### src/rtl/icache_dm.sv
// Direct-mapped instruction cache with one instruction per line and single-word refill.
// Optional hit/miss counters are enabled by defining ICACHE_PERF_CNT_EN.
module icache_dm #(
    parameter int ADDR  = 32,
    parameter int INST  = 32,
    parameter int LINES = 64
) (
    input  logic            clk,
    input  logic            reset,
    input  logic            fetch_e_,
    input  logic [ADDR-1:0] fetch_pc,
    output logic            ic_e_,
    output logic [ADDR-1:0] ic_pc,
    output logic [INST-1:0] ic_inst,
    output logic            mem_req_,
    output logic [ADDR-1:0] mem_addr,
    input  logic            mem_ack_,
    input  logic [INST-1:0] mem_inst,
    input  logic            inv_
`ifdef ICACHE_PERF_CNT_EN
    ,
    output logic [31:0]     perf_hit,
    output logic [31:0]     perf_miss
`endif
);

    localparam int IDX  = $clog2(LINES);
    localparam int TAGW = ADDR - IDX - 2;

    typedef enum logic [0:0] {
        ST_RUN  = 1'b0,
        ST_MISS = 1'b1
    } state_t;

    state_t          state_r;
    state_t          state_nxt_s;

    logic [LINES-1:0] valid_r;
    logic [TAGW-1:0]  tag_r  [LINES];
    logic [INST-1:0]  data_r [LINES];
    logic [ADDR-1:0]  pc_r;

    logic [IDX-1:0]   req_idx_s;
    logic [TAGW-1:0]  req_tag_s;
    logic [IDX-1:0]   fill_idx_s;
    logic             hit_s;
    logic             accept_s;
    logic             fill_s;

    logic             ic_e_nxt_s;
    logic [ADDR-1:0]  ic_pc_nxt_s;
    logic [INST-1:0]  ic_inst_nxt_s;
    logic             mem_req_nxt_s;
    logic [ADDR-1:0]  mem_addr_nxt_s;

    assign req_idx_s  = fetch_pc[IDX+1:2];
    assign req_tag_s  = fetch_pc[ADDR-1:IDX+2];
    assign fill_idx_s = pc_r[IDX+1:2];
    assign hit_s      = valid_r[req_idx_s] && (tag_r[req_idx_s] == req_tag_s);
    assign accept_s   = (state_r == ST_RUN) && !fetch_e_;
    assign fill_s     = (state_r == ST_MISS) && !mem_ack_;

    // State register
    always_ff @(posedge clk) begin
        if (reset) begin
            state_r <= ST_RUN;
        end else begin
            state_r <= state_nxt_s;
        end
    end

    // Next-state logic: a miss parks the cache until the refill is acknowledged
    always_comb begin
        state_nxt_s = state_r;
        case (state_r)
            ST_RUN: begin
                if (!fetch_e_ && !hit_s) begin
                    state_nxt_s = ST_MISS;
                end else begin
                    state_nxt_s = ST_RUN;
                end
            end
            ST_MISS: begin
                if (!mem_ack_) begin
                    state_nxt_s = ST_RUN;
                end else begin
                    state_nxt_s = ST_MISS;
                end
            end
            default: state_nxt_s = ST_RUN;
        endcase
    end

    // Output logic: next values of the registered response and refill request
    always_comb begin
        ic_e_nxt_s     = 1'b1;
        ic_pc_nxt_s    = ic_pc;
        ic_inst_nxt_s  = ic_inst;
        mem_req_nxt_s  = 1'b1;
        mem_addr_nxt_s = mem_addr;
        case (state_r)
            ST_RUN: begin
                if (!fetch_e_) begin
                    if (hit_s) begin
                        ic_e_nxt_s    = 1'b0;
                        ic_pc_nxt_s   = fetch_pc;
                        ic_inst_nxt_s = data_r[req_idx_s];
                    end else begin
                        mem_req_nxt_s  = 1'b0;
                        mem_addr_nxt_s = {fetch_pc[ADDR-1:2], 2'b00};
                    end
                end else begin
                    mem_req_nxt_s = 1'b1;
                end
            end
            ST_MISS: begin
                if (!mem_ack_) begin
                    ic_e_nxt_s    = 1'b0;
                    ic_pc_nxt_s   = pc_r;
                    ic_inst_nxt_s = mem_inst;
                    mem_req_nxt_s = 1'b1;
                end else begin
                    mem_req_nxt_s = 1'b0;
                end
            end
            default: begin
                mem_req_nxt_s = 1'b1;
            end
        endcase
    end

    // Registered outputs and the PC of the outstanding request
    always_ff @(posedge clk) begin
        if (reset) begin
            ic_e_    <= 1'b1;
            ic_pc    <= {ADDR{1'b0}};
            ic_inst  <= {INST{1'b0}};
            mem_req_ <= 1'b1;
            mem_addr <= {ADDR{1'b0}};
            pc_r     <= {ADDR{1'b0}};
        end else begin
            ic_e_    <= ic_e_nxt_s;
            ic_pc    <= ic_pc_nxt_s;
            ic_inst  <= ic_inst_nxt_s;
            mem_req_ <= mem_req_nxt_s;
            mem_addr <= mem_addr_nxt_s;
            if (accept_s) begin
                pc_r <= fetch_pc;
            end
        end
    end

    // Valid bits: a refill landing in the same cycle as an invalidate survives it
    always_ff @(posedge clk) begin
        if (reset) begin
            valid_r <= {LINES{1'b0}};
        end else begin
            if (!inv_) begin
                valid_r <= {LINES{1'b0}};
            end
            if (fill_s) begin
                valid_r[fill_idx_s] <= 1'b1;
            end
        end
    end

    // Tag and data storage, written only by a refill
    always_ff @(posedge clk) begin
        if (fill_s) begin
            tag_r[fill_idx_s]  <= pc_r[ADDR-1:IDX+2];
            data_r[fill_idx_s] <= mem_inst;
        end
    end

`ifdef ICACHE_PERF_CNT_EN
    // Free-running wrapping hit/miss event counters
    always_ff @(posedge clk) begin
        if (reset) begin
            perf_hit  <= 32'd0;
            perf_miss <= 32'd0;
        end else begin
            if (accept_s && hit_s) begin
                perf_hit <= perf_hit + 32'd1;
            end
            if (accept_s && !hit_s) begin
                perf_miss <= perf_miss + 32'd1;
            end
        end
    end
`endif

endmodule

### config.mk
export PLATFORM = sky130hd
export DESIGN_NAME = icache_dm
export DESIGN_NICKNAME = d
export VERILOG_FILES = /design/src/rtl/icache_dm.sv
export SDC_FILE = /design/constraint.sdc
export NUM_CORES = 2
export LEC_CHECK = 0
export CORE_MARGIN = 1.5
export CORE_UTILIZATION = 55
export DETAILED_ROUTE_END_ITERATION = 7
export PLACE_DENSITY_LB_ADDON = 0.15
export SYNTH_ARGS = -nofsm -noshare
export SYNTH_HDL_FRONTEND = slang
export SYNTH_SLANG_ARGS = --single-unit
### constraint.sdc
create_clock -name clk -period 6.2 [get_ports clk]
set_input_delay 1.24 -clock clk [delete_from_list [all_inputs] [get_ports clk]]
set_output_delay 1.24 -clock clk [all_outputs]
set_load 0.05 [all_outputs]
==> impl_metrics.env <==
export IMPL_hold_depth=2
export IMPL_fin_crit_ns=5.167
export IMPL_yosysWarningCount=0
export IMPL_cts_setup_buffers=0
export IMPL_grt_pass1_wl_um=576500
export IMPL_maxCapViolCount=0
export IMPL_die_x_um=517.3
export IMPL_synthAdderAreaFrac_pct=0
export IMPL_hold_buffers=0
export IMPL_crit_type="in2reg"
export IMPL_grt_pass1_vias=72220
export IMPL_port_buffers=164
export IMPL_grt_usage_pct=31.60
export IMPL_design_core_area_mm2=0.2627
export IMPL_grtUsageMet3_pct=5.455
export IMPL_synth_edf_count=3584
export IMPL_ys_ff_latch=3777
export IMPL_crit_start="fetch_pc[3]"
export IMPL_yosys_area_share_simple_pct=2.552
export IMPL_ant_nets=0
export IMPL_synth_top_family_by_area="multiplexers"
export IMPL_status="completed"
export IMPL_grt_antenna_before_repair=17
export IMPL_hold_end="pc_r[11]$_SDFFE_PP0P_"
export IMPL_start_util_pct=55.36
export IMPL_clock_sinks=3777
export IMPL_end_kind="flip-flop"
export IMPL_synth_xor_area_share_pct=0.07225
export IMPL_fp_dieArea_mm2=0.2676
export IMPL_vias=74603
export IMPL_finalNetCount=7116
export IMPL_grt_max_degree=148
export IMPL_hpwl_um=220500
export IMPL_cts_tree="done"
export IMPL_finish_utilization_pct=63.00
export IMPL_synthDistinctLibCells=74
export IMPL_timing_rr_end="ic_inst[14]$_SDFFE_PP0P_"
export IMPL_path_max_fanout=47
export IMPL_power_density_mw_per_mm2=323.5
export IMPL_routed_wl_um=420200
export IMPL_finalCritPeriodShare_pct=83.34
export IMPL_finalSetupViolCount=0
export IMPL_maxSlewHeadroom_pct=11.10
export IMPL_pwr_share_seq_pct=52.6
export IMPL_reg2reg_depth=15
export IMPL_grtUsageMet1_pct=45.99
export IMPL_grt_busiest_layer="met2"
export IMPL_crit_path_start_kind="primary input"
export IMPL_synth_compound_area_share_pct=1.899
export IMPL_clk_path_buf_depth=4
export IMPL_viasPerCell=6.859
export IMPL_fill_cells=17489
export IMPL_r2r_start="tag_r[53][3]$_DFFE_PP_"
export IMPL_worst_pin_slew_ns=1.334
export IMPL_ctsResizeCount=0
export IMPL_clk_latency_ns=0.93
export IMPL_hold_path_class="reg2reg"
export IMPL_drt_initial_drc_count=12110
export IMPL_worstPathArrival_ns=5.96
export IMPL_cts_max_level=5
export IMPL_power_frac_clock_pct=42.5
export IMPL_clk_pin_slew_ns=0.06
export IMPL_hp_start="pc_r[11]$_SDFFE_PP0P_"
export IMPL_fin_setup_tns_ns=0
export IMPL_switching_power_w=0.01129
export IMPL_avgSynthCellArea_um2=22.14
export IMPL_use_met2_pct=48.91
export IMPL_p_comb_share_pct=4.9
export IMPL_cp_required_ns=6.99
export IMPL_async_flop_share_pct=0
export IMPL_row_count=188
export IMPL_syn_to_final_growth_pct=13.79
export IMPL_fmax_mhz=193.5
export IMPL_place_congestion=0.8556
export IMPL_synth_main_ff_cell="edfxtp_1"
export IMPL_drc_errors=0
export IMPL_drv_slew=0
export IMPL_ff_latch_area_mm2=0.1115
export IMPL_fin_skew_ns=0.07363
export IMPL_rrSetupSlack_ns=1.96
export IMPL_die_h_um=517.3
export IMPL_rsz0062_at_grt="false"
export IMPL_clock_root_buffer="clkbuf_16"
export IMPL_synth_area_mux_share_pct=17.58
export IMPL_syn_inst=6570
export IMPL_internal_power_w=0.04227
export IMPL_seq_area_frac_synth_pct=76.64
export IMPL_p_leak_nw=51.14
export IMPL_dr_pass1_iters=8
export IMPL_overflow=0
export IMPL_multi_input_area_mm2=0.03267
export IMPL_io_pins=167
export IMPL_hold_viol=0
export IMPL_synth_area_mm2=0.1455
export IMPL_cts_buffers=380
export IMPL_max_vdd_ir_drop_mv=0.3226
export IMPL_wl_per_cell_um=38.63
export IMPL_drive_gt1_share_pct=28.19
export IMPL_switching_share_pct=21.07
placed cells by master (no fill, tap or decap), types with 43 or more instances in the layout:
cell type and count:
edfxtp_1 3584, mux4_2 1010, clkbuf_16 391, mux2i_1 258, buf_4 255, dfxtp_1 172
nand2_1 152, clkdlybuf4s50_1 126, a21oi_1 110, nor2_1 105, clkbuf_1 90, a22oi_1 84
nand2b_1 72, nor3_1 71, clkinv_1 69, o21ai_0 66, nor2_4 65, clkinv_2 60
buf_12 59, nor3b_2 53, nor2b_1 43
critical path: stages:
cell,delay [ns]
buf_8,0.39
buf_12,0.39
buf_4,0.29
mux4_2,0.35
mux2i_1,0.42
o22ai_1,0.17
nor4_1,0.28
o21ai_0,0.22
or4_1,0.77
nor4b_4,0.38
buf_4,0.22
buf_12,0.25
buf_4,0.19
nor3_1,0.05
nor3b_2,0.22
cell usage after synthesis, types with 22 or more instances:
master / number / share of area [%]
o21ai_0: 66 / 0.23
nor2b_1: 44 / 0.19
nor2_1: 170 / 0.44
o22ai_1: 34 / 0.15
nand3_1: 34 / 0.12
buf_1: 32 / 0.083
mux2i_1: 258 / 1.8
nand2b_1: 72 / 0.31
edfxtp_1: 3584 / 74
mux4_2: 1010 / 16
a22oi_1: 84 / 0.43
buf_4: 29 / 0.15
nor3b_2: 53 / 0.46
buf_2: 118 / 0.41
nor3_1: 71 / 0.24
dfxtp_1: 193 / 2.7
mux2_2: 22 / 0.17
nand2_1: 152 / 0.39
a21oi_1: 111 / 0.38
clkbuf_1: 192 / 0.50
worst max-delay path by stage:
stage,slack [ns],end,cells after the start
global route,0.92,ic_inst[14]$_SDFFE_PP0P_,16
finish,1.03,ic_inst[14]$_SDFFE_PP0P_,15
global placement,0.28,mem_addr[30]$_SDFFE_PP0P_,11
floorplan,1.11,data_r[43][0]$_DFFE_PP_,5
detailed placement,0.22,mem_addr[30]$_SDFFE_PP0P_,11
CTS,1.16,mem_addr[30]$_SDFFE_PP0P_,11
area by class of cell:
| class | instances | share of cell area [%] |
|---|---|---|
| Antenna cell | 6 | 0.009071 |
| Clock buffer | 497 | 6.248 |
| Timing Repair Buffer | 476 | 2.776 |
| Sequential cell | 3777 | 67.37 |
| Inverter | 12 | 0.03326 |
| Tap cell | 3515 | 2.657 |
| Clock inverter | 194 | 1.167 |
| Multi-Input combinational cell | 2400 | 19.74 |
sequential cells by signal, summed over array words and instances, names as in the netlist:
signal and cells:
data_r 2048, tag_r 1536, valid_r 64, ic_inst 32, ic_pc 32, pc_r 32, mem_addr 30, ic_e_ 1
mem_req_ 1, state_r 1
per-layer routing:
| metal | vias up | routed length, um |
|---|---|---|
| met5 | - | 51 |
| met4 | 8 | 16930 |
| met3 | 804 | 47560 |
| met2 | 5022 | 197300 |
| met1 | 40109 | 158400 |
| li1 | 28660 | - |
power by group through the flow:
stage          Sequential [W]  Combinational [W]  Clock [W]
2_1_floorplan          0.0288            0.00147          0
3_3_place_gp           0.0287            0.00260          0
3_5_place_dp           0.0287            0.00264          0
4_1_cts                0.0282            0.00264     0.0230
5_1_grt                0.0282            0.00277     0.0239
6_report               0.0282            0.00264     0.0227
kinds of logic after synthesis:
family,after synthesis
AO/OA/AOI/OAI,418
flip-flops,3777
buffers and inverters,394
other,1
AND/OR/NAND/NOR,678
multiplexers,1290
XOR/XNOR,12
stage by stage:
step	area (um^2)	setup slack, ns	power (W)	std cells	hold WS (ns)
after floorplan	145500	1.113	0.03027	6571	0.4360
after global placement	153200	0.2777	0.03130	10180	0.4396
after CTS	165500	1.156	0.05376	10871	0.4570
after detailed placement	153200	0.2165	0.03134	10180	0.4482
after global routing	165500	0.9223	0.05483	10875	0.4814
final	165500	1.033	0.05355	10877	0.4594
(Power assumes the default switching activity.)
